===== config.mk =====
export PLATFORM = sky130hd
export DESIGN_NAME = dev_bus_arbiter
export DESIGN_NICKNAME = d
export VERILOG_FILES = /design/src/rtl/dev_bus_arb_pkg.sv /design/src/rtl/arb_rr_picker.sv /design/src/rtl/dev_bus_arbiter.sv
export SDC_FILE = /design/constraint.sdc
export NUM_CORES = 1
export LEC_CHECK = 0
export ABC_CLOCK_PERIOD_IN_PS = 2210
export CAP_MARGIN = 20
export CORE_AREA = 2 2 122 124
export CTS_CLUSTER_DIAMETER = 200
export DETAILED_ROUTE_END_ITERATION = 7
export DIE_AREA = 0 0 124 126
export GPL_TIMING_DRIVEN = 1
export SLEW_MARGIN = 10
export SYNTH_ARGS = -nofsm -noshare
export SYNTH_HDL_FRONTEND = slang
export SYNTH_HIERARCHICAL = 1
export SYNTH_SLANG_ARGS = --single-unit

===== constraint.sdc =====
create_clock -name clk -period 2.21 [get_ports clk]
set_input_delay 0.442 -clock clk [delete_from_list [all_inputs] [get_ports clk]]
set_output_delay 0.442 -clock clk [all_outputs]
set_load 0.03 [all_outputs]

===== src/rtl/dev_bus_arb_pkg.sv =====
// Shared definitions for the two-master device-bus arbiter:
// FSM state encoding, master IDs, one-hot grant codes and the
// load-data pattern returned on a watchdog expiry.
package dev_bus_arb_pkg;

    typedef enum logic [1:0] {
        ST_IDLE = 2'd0,
        ST_OWN0 = 2'd1,
        ST_OWN1 = 2'd2
    } arb_state_t;

    localparam logic MASTER0 = 1'b0;
    localparam logic MASTER1 = 1'b1;

    localparam logic [1:0] GRANT_NONE = 2'b00;
    localparam logic [1:0] GRANT_M0   = 2'b01;
    localparam logic [1:0] GRANT_M1   = 2'b10;

    localparam logic [31:0] TIMEOUT_DATA = 32'hDEADBEEF;

endpackage


===== src/rtl/arb_rr_picker.sv =====
// Combinational two-way picker: turns the request pair into a one-hot
// next grant. On a tie, FIXED_PRIO!=0 always favours master 0; otherwise
// the master that did not own the bus last (rr_last) wins.
module arb_rr_picker #(
    parameter int unsigned FIXED_PRIO = 0
) (
    input  logic [1:0] req,
    input  logic       rr_last,
    output logic [1:0] grant
);
    import dev_bus_arb_pkg::*;

    // Tie-break selection between the two requesters
    always_comb begin
        grant = GRANT_NONE;
        case (req)
            2'b01:   grant = GRANT_M0;
            2'b10:   grant = GRANT_M1;
            2'b11: begin
                if (FIXED_PRIO != 0 || rr_last == MASTER1) grant = GRANT_M0;
                else                                       grant = GRANT_M1;
            end
            default: grant = GRANT_NONE;
        endcase
    end

endmodule


===== src/rtl/dev_bus_arbiter.sv =====
// Two-master arbiter in front of the device-bus decoder. One master owns
// the bus per transaction; the grant is released on completion
// (enable & ~devBusy_i) or when the owner drops its enable.
// Optional watchdog: define ARB_WATCHDOG_EN to abort transactions that
// stay busy for TIMEOUT cycles and raise the sticky timeout_o flag.
module dev_bus_arbiter #(
    parameter int unsigned FIXED_PRIO = 0,
    parameter int unsigned TIMEOUT    = 1024
) (
    input  logic        clk,
    input  logic        rst_n,
    input  logic        m0Enable_i,
    input  logic        m0Write_i,
    input  logic [31:0] m0Addr_i,
    input  logic [31:0] m0DataSave_i,
    input  logic [3:0]  m0ByteSelect_i,
    output logic [31:0] m0DataLoad_o,
    output logic        m0Busy_o,
    input  logic        m1Enable_i,
    input  logic        m1Write_i,
    input  logic [31:0] m1Addr_i,
    input  logic [31:0] m1DataSave_i,
    input  logic [3:0]  m1ByteSelect_i,
    output logic [31:0] m1DataLoad_o,
    output logic        m1Busy_o,
    output logic        devEnable_o,
    output logic        devWrite_o,
    output logic [31:0] devPhysicalAddr_o,
    output logic [31:0] devDataSave_o,
    output logic [3:0]  devByteSelect_o,
    input  logic [31:0] devDataLoad_i,
    input  logic        devBusy_i,
    output logic [1:0]  grant_o,
    output logic        timeout_o
);
    import dev_bus_arb_pkg::*;

    if (TIMEOUT < 2) begin : g_timeout_check
        $error("dev_bus_arbiter: TIMEOUT must be at least 2");
    end

    arb_state_t state, state_next;
    logic       rr_last, rr_last_next;
    logic [1:0] req;
    logic [1:0] pick;
    logic       wd_hit;
    logic       to_pulse;
    logic       to_master;

`ifdef ARB_WATCHDOG_EN
    localparam logic [15:0] WD_LIMIT = 16'(TIMEOUT - 1);

    logic [15:0] hold_cnt;
    logic        timeout_flag;

    assign wd_hit = devBusy_i && (hold_cnt == WD_LIMIT) &&
                    ((state == ST_OWN0 && m0Enable_i) ||
                     (state == ST_OWN1 && m1Enable_i));

    // Hold counter, one-cycle expiry response and sticky timeout flag
    always_ff @(posedge clk or negedge rst_n) begin
        if (!rst_n) begin
            hold_cnt     <= '0;
            to_pulse     <= 1'b0;
            to_master    <= MASTER0;
            timeout_flag <= 1'b0;
        end else begin
            hold_cnt <= (state == ST_IDLE) ? '0 : hold_cnt + 16'd1;
            to_pulse <= wd_hit;
            if (wd_hit) begin
                to_master    <= (state == ST_OWN1);
                timeout_flag <= 1'b1;
            end
        end
    end

    assign timeout_o = timeout_flag;
`else
    assign wd_hit    = 1'b0;
    assign to_pulse  = 1'b0;
    assign to_master = MASTER0;
    assign timeout_o = 1'b0;
`endif

    // The expiry cycle acts as the timed-out master's completion, so its
    // still-asserted enable must not win a fresh grant in that same cycle.
    assign req = {m1Enable_i & ~(to_pulse & (to_master == MASTER1)),
                  m0Enable_i & ~(to_pulse & (to_master == MASTER0))};

    arb_rr_picker #(
        .FIXED_PRIO(FIXED_PRIO)
    ) u_picker (
        .req     (req),
        .rr_last (rr_last),
        .grant   (pick)
    );

    // State and round-robin history registers
    always_ff @(posedge clk or negedge rst_n) begin
        if (!rst_n) begin
            state   <= ST_IDLE;
            rr_last <= MASTER1;
        end else begin
            state   <= state_next;
            rr_last <= rr_last_next;
        end
    end

    // Next-state selection and bus/response muxing for the grant holder
    always_comb begin
        state_next        = state;
        rr_last_next      = rr_last;
        grant_o           = GRANT_NONE;
        devEnable_o       = 1'b0;
        devWrite_o        = 1'b0;
        devPhysicalAddr_o = '0;
        devDataSave_o     = '0;
        devByteSelect_o   = '0;
        m0Busy_o          = m0Enable_i;
        m1Busy_o          = m1Enable_i;
        m0DataLoad_o      = '0;
        m1DataLoad_o      = '0;
        case (state)
            ST_IDLE: begin
                if (pick[0])      state_next = ST_OWN0;
                else if (pick[1]) state_next = ST_OWN1;
                if (to_pulse) begin
                    if (to_master == MASTER0) begin
                        m0Busy_o     = 1'b0;
                        m0DataLoad_o = TIMEOUT_DATA;
                    end else begin
                        m1Busy_o     = 1'b0;
                        m1DataLoad_o = TIMEOUT_DATA;
                    end
                end
            end
            ST_OWN0: begin
                grant_o           = GRANT_M0;
                devEnable_o       = m0Enable_i;
                devWrite_o        = m0Write_i;
                devPhysicalAddr_o = m0Addr_i;
                devDataSave_o     = m0DataSave_i;
                devByteSelect_o   = m0ByteSelect_i;
                m0Busy_o          = devBusy_i;
                m0DataLoad_o      = devDataLoad_i;
                if (!m0Enable_i || !devBusy_i || wd_hit) begin
                    state_next   = ST_IDLE;
                    rr_last_next = MASTER0;
                end
            end
            ST_OWN1: begin
                grant_o           = GRANT_M1;
                devEnable_o       = m1Enable_i;
                devWrite_o        = m1Write_i;
                devPhysicalAddr_o = m1Addr_i;
                devDataSave_o     = m1DataSave_i;
                devByteSelect_o   = m1ByteSelect_i;
                m1Busy_o          = devBusy_i;
                m1DataLoad_o      = devDataLoad_i;
                if (!m1Enable_i || !devBusy_i || wd_hit) begin
                    state_next   = ST_IDLE;
                    rr_last_next = MASTER1;
                end
            end
            default: state_next = ST_IDLE;
        endcase
    end

endmodule

==> impl_metrics.xml, run 1 <==
<?xml version="1.0" encoding="UTF-8"?>
<metrics>
  <group name="status">
    <metric name="run_status" unit="">completed</metric>
  </group>
  <group name="placed_design">
    <metric name="postPlaceCellArea" unit="mm²">0.004831</metric>
    <metric name="dp_cells" unit="">736</metric>
    <metric name="routability_cong" unit="">0.8409</metric>
    <metric name="place.port_buffers" unit="">312</metric>
    <metric name="hpwlAfterDp" unit="µm">8590</metric>
  </group>
  <group name="clocking">
    <metric name="path_clk_slew" unit="ns">0.03</metric>
    <metric name="clock_tree.htree_level_count" unit="">1</metric>
    <metric name="cts_inserted_buffers" unit="">3</metric>
    <metric name="tritoncts" unit="">yes</metric>
    <metric name="cts-root-to-sink-buffers" unit="">2</metric>
    <metric name="cts_num_sinks" unit="">3</metric>
    <metric name="clk_root_buffer_cell" unit="">clkbuf_16</metric>
    <metric name="insertion_delay" unit="ns">0.22</metric>
  </group>
  <group name="critical_path">
    <metric name="cp_cell_sequence" unit="">inv_2, ha_4, buf_12, a22oi_1, nor2b_2, buf_12</metric>
    <metric name="crit_type" unit="">flop to primary output</metric>
    <metric name="cp_common_cell" unit="">buf_12</metric>
    <metric name="slowest_stage" unit="">dfrtp_2</metric>
    <metric name="cp_data_required_time" unit="ns">1.77</metric>
    <metric name="worstPathMaxFanout" unit="">21</metric>
    <metric name="cp-end-kind" unit="">primary output</metric>
    <metric name="arrival" unit="ns">1.66</metric>
    <metric name="timing.critical_path.slowest_cell_delay" unit="ns">0.41</metric>
    <metric name="timing.critical_path.from_type" unit="">flop</metric>
  </group>
  <group name="sta">
    <metric name="timing.fmax" unit="GHz">0.4750</metric>
    <metric name="worst_hold_slack" unit="ns">0.4293</metric>
    <metric name="min_period_over_period" unit="%">95.26</metric>
    <metric name="post-route-min-period" unit="ns">2.105</metric>
    <metric name="timing.final.setup_violations" unit="">0</metric>
    <metric name="skew" unit="ns">0.0007974</metric>
    <metric name="final-max-slew-violation-count" unit="">0</metric>
    <metric name="fin_setup_tns" unit="ns">0</metric>
    <metric name="final-hold-violation-count" unit="">0</metric>
  </group>
  <group name="synthesis">
    <metric name="synthMostInstantiatedCell" unit="">nor2b_1</metric>
    <metric name="synth_edf_count" unit="">0</metric>
    <metric name="part_of_the_yosys_area_used_for_sequential_elements" unit="%">4.201</metric>
    <metric name="mappedNetlistArea" unit="mm²">0.001817</metric>
    <metric name="synth.net_count" unit="">445</metric>
    <metric name="instance_count_of_the_mapped_netlist" unit="">265</metric>
    <metric name="yosysTopAreaCellShare" unit="%">28.93</metric>
    <metric name="syn_area_per_cell" unit="µm²">6.856</metric>
    <metric name="synth_top_cell_by_area" unit="">a22oi_1</metric>
    <metric name="yosys-top-cells-count" unit="">nor2b_1, a22oi_1, and2_1, clkbuf_1, buf_2</metric>
    <metric name="synth_cell_types" unit="">25</metric>
    <metric name="yosysWarnings" unit="">6</metric>
    <metric name="ys_dominant_reg_cell" unit="">dfrtp_1</metric>
    <metric name="asyncSetResetFlopFracSynth" unit="%">100.0</metric>
    <metric name="synth.top_cells.by_area" unit="">a22oi_1, nor2b_1, and2_1, buf_2, ha_1</metric>
    <metric name="ys_seq_elements" unit="">3</metric>
  </group>
  <group name="floorplan">
    <metric name="dieWidth" unit="µm">124</metric>
    <metric name="core-area" unit="mm²">0.01431</metric>
    <metric name="io-pin-count" unit="">314</metric>
    <metric name="starting_density_of_the_core" unit="%">12.69</metric>
    <metric name="die_area" unit="mm²">0.01562</metric>
    <metric name="die_h" unit="µm">126</metric>
    <metric name="rows" unit="">44</metric>
  </group>
  <group name="worst_hold_path">
    <metric name="worst_hold_path_type" unit="">input port to asynchronous set/reset pin</metric>
  </group>
  <group name="detailed_routing">
    <metric name="vias_per_cell" unit="">4.102</metric>
    <metric name="detail_route.wirelength.met1" unit="µm">4329</metric>
    <metric name="maxUsedRoutingLayer" unit="">met4</metric>
    <metric name="remaining_drc_errors" unit="">0</metric>
    <metric name="detailedRoute.firstIterationViolations" unit="">91</metric>
    <metric name="drt_pass1_iterations" unit="">4</metric>
    <metric name="met3_wirelength" unit="µm">832</metric>
    <metric name="wl_met2" unit="µm">5849</metric>
    <metric name="route.vias.total" unit="">3056</metric>
    <metric name="routedWlPerCell" unit="µm">14.91</metric>
    <metric name="drt-total-wl" unit="µm">11110</metric>
    <metric name="drtAntennaViolNets" unit="">0</metric>
  </group>
  <group name="power">
    <metric name="static-leakage-power" unit="nW">2.095</metric>
    <metric name="peakVddDrop" unit="mV">0.5658</metric>
    <metric name="power_density" unit="mW/mm²">1245</metric>
  </group>
  <group name="grt">
    <metric name="global_route_congestion_overflow_total" unit="">0</metric>
    <metric name="wire_length_of_the_first_global_routing_pass" unit="µm">15680</metric>
    <metric name="grt_start_max_net_pins" unit="">60</metric>
    <metric name="grt_use_total" unit="%">12.49</metric>
    <metric name="grt_antenna_before_repair" unit="">0</metric>
    <metric name="vias_in_the_first_global_route" unit="">2957</metric>
  </group>
  <group name="layout">
    <metric name="final_area" unit="mm²">0.005052</metric>
    <metric name="core_occupancy_in_the_finished_layout" unit="%">35.30</metric>
    <metric name="share_of_cells_above_drive_strength_1" unit="%">30.12</metric>
    <metric name="instances_no_fill" unit="">745</metric>
    <metric name="layout-area-overhead-vs-synth" unit="%">178.1</metric>
    <metric name="nets" unit="">742</metric>
    <metric name="num_antenna_cells" unit="">0</metric>
  </group>
  <group name="flow_run">
    <metric name="max-cap-violations" unit="">0</metric>
  </group>
</metrics>
-- cell families (layout without fill, tap and decap cells) --
logic type	Yosys count	in the layout	synth area share, %
simple gates	140	140	48.07
compound gates	77	77	32.02
buf+inv	36	332	10.19
fa+ha+maj	5	5	3.444
mux	3	3	1.859
flops	3	3	4.201
other cells	1	1	0.2064
-- layout make-up --
type / count / area [µm²]
multi-input cells: 226 / 1593
repair buffers: 325 / 3060
clock buffers: 4 / 78.83
well taps: 184 / 230.2
flip-flops and latches: 3 / 78.83
inverters: 3 / 11.26
fillers: 1461 / 9261
-- registers in the layout, indices dropped and copies added (netlist names) --
name,flops
state,2
rr_last,1
-- stage by stage --
stage          power (mW)  setup slack [ns]
2_1_floorplan       3.629            0.1231
3_3_place_gp        5.677            0.1951
3_5_place_dp        5.711            0.1768
4_1_cts             6.151          -0.02771
5_1_grt             6.722         -0.001524
6_report            6.288            0.1048
-- final timing paths --
| kind | startpoint | end | slack [ns] | depth (start not counted) |
|---|---|---|---|---|
| min in group clk | state[1] | state[1] | 0.56 | 1 |
| worst max register to register | state[0] | rr_last | 0.52 | 6 |
| max in group asynchronous | rst_n | rr_last | 1.54 | 1 |
| worst min register to register | state[1] | state[1] | 0.56 | 1 |
| worst max-delay path | state[0] | devDataSave_o[0] | 0.10 | 6 |
| worst min-delay path | rst_n | state[0] | 0.43 | 1 |
-- layout by cell type (no fill, tap or decap) --
cell type / instances
conb_1: 1
ha_2: 1
buf_12: 7
a21boi_1: 1
a22o_1: 1
ha_4: 2
buf_16: 1
buf_8: 2
o22a_1: 1
inv_2: 2
clkbuf_1: 1
nand3b_1: 1
o211ai_1: 1
nor2_1: 1
dfstp_2: 1
buf_4: 137
a21oi_2: 1
mux2_2: 2
nand2_1: 1
and2_4: 1
nor2b_2: 4
mux2_1: 1
a22oi_1: 70
ha_1: 2
clkdlybuf4s50_1: 175
bufbuf_16: 1
nand3_1: 1
inv_1: 1
and2_1: 64
nor2b_1: 67
clkbuf_16: 5
dfrtp_2: 2
a21boi_0: 2
-- metal layers --
layer	vias up	global-route usage [%]
met5	-	0
met4	0	1.851
met3	8	1.993
met2	127	23.21
met1	1409	15.21
li1	1512	-
-- worst max-delay path, delay by kind of cell (launching register included) --
family | cells | cell delay, ns
flip-flops | 1 | 0.41
AND/OR/NAND/NOR | 1 | 0.10
buffers and inverters | 3 | 0.39
adder cells (fa/ha/maj) | 1 | 0.19
AO/OA/AOI/OAI | 1 | 0.34
-- where the power goes --
group          internal (mW)  total, mW  switching, mW
logic                   2.62       5.88           3.26
clock network          0.238      0.285         0.0471
registers             0.0876      0.122         0.0349
-- repair_timing --
action,4_1_cts,5_1_grt
endpoints found under the setup margin,34,69
setup buffers,0,2
gates resized for setup,3,11
pin swaps,0,1
hold buffers,0,0
cloned,1,2
endpoints found under the hold margin,0,0
No activity file was read; power rests on OpenSTA's default activity.
==> run 2, diff against run 1 <==
==> constraint.sdc (replaced) <==
create_clock -name clk -period 2.21 [get_ports clk]
set_input_delay 0.442 -clock clk [delete_from_list [all_inputs] [get_ports clk]]
set_output_delay 0.442 -clock clk [all_outputs]
set_load 0.05 [all_outputs]
==> impl_metrics.xml, run 2 (synthesized netlist as in run 1, its figures left out) <==
<?xml version="1.0" encoding="UTF-8"?>
<metrics>
  <group name="status">
    <metric name="run_status" unit="">completed</metric>
  </group>
  <group name="floorplan">
    <metric name="rows" unit="">44</metric>
    <metric name="die_h" unit="µm">126</metric>
    <metric name="io-pin-count" unit="">314</metric>
    <metric name="starting_density_of_the_core" unit="%">12.69</metric>
    <metric name="core-area" unit="mm²">0.01431</metric>
    <metric name="die_area" unit="mm²">0.01562</metric>
    <metric name="dieWidth" unit="µm">124</metric>
  </group>
  <group name="layout">
    <metric name="largest-register" unit="">state</metric>
    <metric name="nets" unit="">741</metric>
    <metric name="multiInputGateArea" unit="mm²">0.001783</metric>
    <metric name="layout-area-overhead-vs-synth" unit="%">278.0</metric>
    <metric name="layout.cells.most_common_list" unit="">clkdlybuf4s50_1, buf_12, nor2b_2</metric>
    <metric name="n_fill_cell" unit="">1286</metric>
    <metric name="area.sequential" unit="µm²">78.83</metric>
    <metric name="largest_register_ffs" unit="">2</metric>
    <metric name="share_of_cells_above_drive_strength_1" unit="%">42.50</metric>
    <metric name="num_antenna_cells" unit="">0</metric>
    <metric name="reg.largest.list" unit="">state: 2 flops, rr_last: 1 flops</metric>
    <metric name="final_area" unit="mm²">0.006867</metric>
    <metric name="final_common_cell" unit="">clkdlybuf4s50_1</metric>
    <metric name="core_occupancy_in_the_finished_layout" unit="%">47.97</metric>
  </group>
  <group name="detailed_routing">
    <metric name="drt-total-wl" unit="µm">12870</metric>
    <metric name="detailedRoute.firstIterationViolations" unit="">102</metric>
    <metric name="route.vias.total" unit="">3147</metric>
    <metric name="routedWlPerCell" unit="µm">17.29</metric>
    <metric name="drt_pass1_iterations" unit="">5</metric>
    <metric name="drtAntennaViolNets" unit="">0</metric>
    <metric name="vias_per_cell" unit="">4.230</metric>
    <metric name="remaining_drc_errors" unit="">0</metric>
  </group>
  <group name="critical_path">
    <metric name="cp_cell_sequence" unit="">inv_2, ha_2, buf_12, nor2b_2, buf_12</metric>
    <metric name="worstPathMaxFanout" unit="">39</metric>
    <metric name="crit_type" unit="">flop to primary output</metric>
    <metric name="timing.critical_path.slowest_cell_delay" unit="ns">0.41</metric>
    <metric name="arrival" unit="ns">1.70</metric>
    <metric name="cp_data_required_time" unit="ns">1.77</metric>
    <metric name="cp-end-kind" unit="">primary output</metric>
    <metric name="timing.critical_path.from_type" unit="">flop</metric>
    <metric name="cp_common_cell" unit="">buf_12</metric>
    <metric name="slowest_stage" unit="">dfrtp_2</metric>
  </group>
  <group name="sta">
    <metric name="final-hold-violation-count" unit="">0</metric>
    <metric name="timing.fmax" unit="GHz">0.4663</metric>
    <metric name="skew" unit="ns">0.003457</metric>
    <metric name="timing.final.setup_violations" unit="">0</metric>
    <metric name="worst_hold_slack" unit="ns">0.3968</metric>
    <metric name="final-max-slew-violation-count" unit="">0</metric>
    <metric name="min_period_over_period" unit="%">97.04</metric>
    <metric name="post-route-min-period" unit="ns">2.145</metric>
    <metric name="rsz_0062_raised_after_global_routing" unit="">yes</metric>
  </group>
  <group name="clocking">
    <metric name="tritoncts" unit="">yes</metric>
    <metric name="clk_root_buffer_cell" unit="">clkbuf_16</metric>
    <metric name="cts_inserted_buffers" unit="">3</metric>
    <metric name="path_clk_slew" unit="ns">0.03</metric>
    <metric name="cts_hold_repair.buffers" unit="">0</metric>
    <metric name="clock_tree.htree_level_count" unit="">1</metric>
    <metric name="cts_num_sinks" unit="">3</metric>
    <metric name="insertion_delay" unit="ns">0.23</metric>
    <metric name="cts-root-to-sink-buffers" unit="">2</metric>
  </group>
  <group name="power">
    <metric name="totalPowerFinal" unit="mW">10.02</metric>
    <metric name="static-leakage-power" unit="nW">2.528</metric>
    <metric name="power_density" unit="mW/mm²">1459</metric>
    <metric name="peakVddDrop" unit="mV">0.7346</metric>
  </group>
  <group name="worst_hold_path">
    <metric name="worst_hold_path_type" unit="">input port to asynchronous set/reset pin</metric>
  </group>
  <group name="grt">
    <metric name="grt_antenna_before_repair" unit="">0</metric>
    <metric name="grt_use_total" unit="%">15.15</metric>
    <metric name="global_route_congestion_overflow_total" unit="">0</metric>
    <metric name="grt_start_max_net_pins" unit="">40</metric>
    <metric name="wire_length_of_the_first_global_routing_pass" unit="µm">18490</metric>
    <metric name="vias_in_the_first_global_route" unit="">3401</metric>
  </group>
  <group name="placed_design">
    <metric name="routability_cong" unit="">0.8627</metric>
    <metric name="place.port_buffers" unit="">312</metric>
    <metric name="postPlaceCellArea" unit="mm²">0.006650</metric>
    <metric name="hpwlAfterDp" unit="µm">10350</metric>
  </group>
  <group name="flow_run">
    <metric name="max-cap-violations" unit="">0</metric>
  </group>
</metrics>
## run 2: cell count changes in the layout (fill, tap and decap cells not counted), moves of 3 or more
| cell | before | now |
|---|---|---|
| a22oi_2 | 0 | 3 |
| a22oi_1 | 70 | 67 |
| buf_4 | 137 | 5 |
| nor2b_1 | 67 | 1 |
| nor2b_2 | 4 | 68 |
| buf_12 | 7 | 139 |
## run 2: cell type report
| type | count | share of cell area [%] |
|---|---|---|
| inverter | 3 | 0.2004 |
| timing repair buffer | 324 | 68.19 |
| clock buffer | 4 | 1.148 |
| tap | 184 | 3.353 |
| sequential | 3 | 1.148 |
| multi-input combinational | 226 | 25.97 |
## run 2: repair_timing
item                       CTS  global route
setup endpoints to repair   69            70
cloned                       2             0
resized for setup            7            14
pin swaps                    0             0
buffers inserted             1             0
## run 2: final timing paths
| kind | startpoint | endpoint | slack [ns] | cells after the start |
|---|---|---|---|---|
| setup reg to reg | state[0] | rr_last | 0.44 | 6 |
| hold reg to reg | state[1] | state[1] | 0.61 | 1 |
| hold / removal | rst_n | state[0] | 0.40 | 1 |
| max in group asynchronous | rst_n | rr_last | 1.59 | 1 |
| min in group clk | state[1] | state[1] | 0.61 | 1 |
| setup / recovery | state[0] | devDataSave_o[21] | 0.07 | 5 |
## run 2: through the flow
step           TNS [ns]  instances  worst slack, ns
2_1_floorplan         0        265           0.1085
3_3_place_gp          0        737           0.1975
3_5_place_dp          0        737           0.1651
4_1_cts         -0.4683        744         -0.02728
5_1_grt        -0.01346        744        -0.007725
6_report              0        744          0.06538
## run 2: power by group
part | switching [mW] | leakage, nW | internal [mW]
clock network | 0.0521 | 0.0382 | 0.238
logic | 5.01 | 2.46 | 4.59
registers | 0.0400 | 0.0336 | 0.0875
## run 2: per-layer routing
layer | GRT usage (%) | up-vias | share of wire [%]
li1 | - | 1512 | -
met1 | 15.22 | 1445 | 33
met2 | 30.09 | 177 | 55
met3 | 4.891 | 13 | 12
met4 | 2.445 | 0 | 1.0
met5 | 0 | - | 0
## run 2: worst max-delay path: cells and delay by family, from the launching register on
| kind | cells | cell delay, ns |
|---|---|---|
| fa+ha+maj | 1 | 0.38 |
| simple gates | 1 | 0.24 |
| buf+inv | 3 | 0.43 |
| flops | 1 | 0.41 |
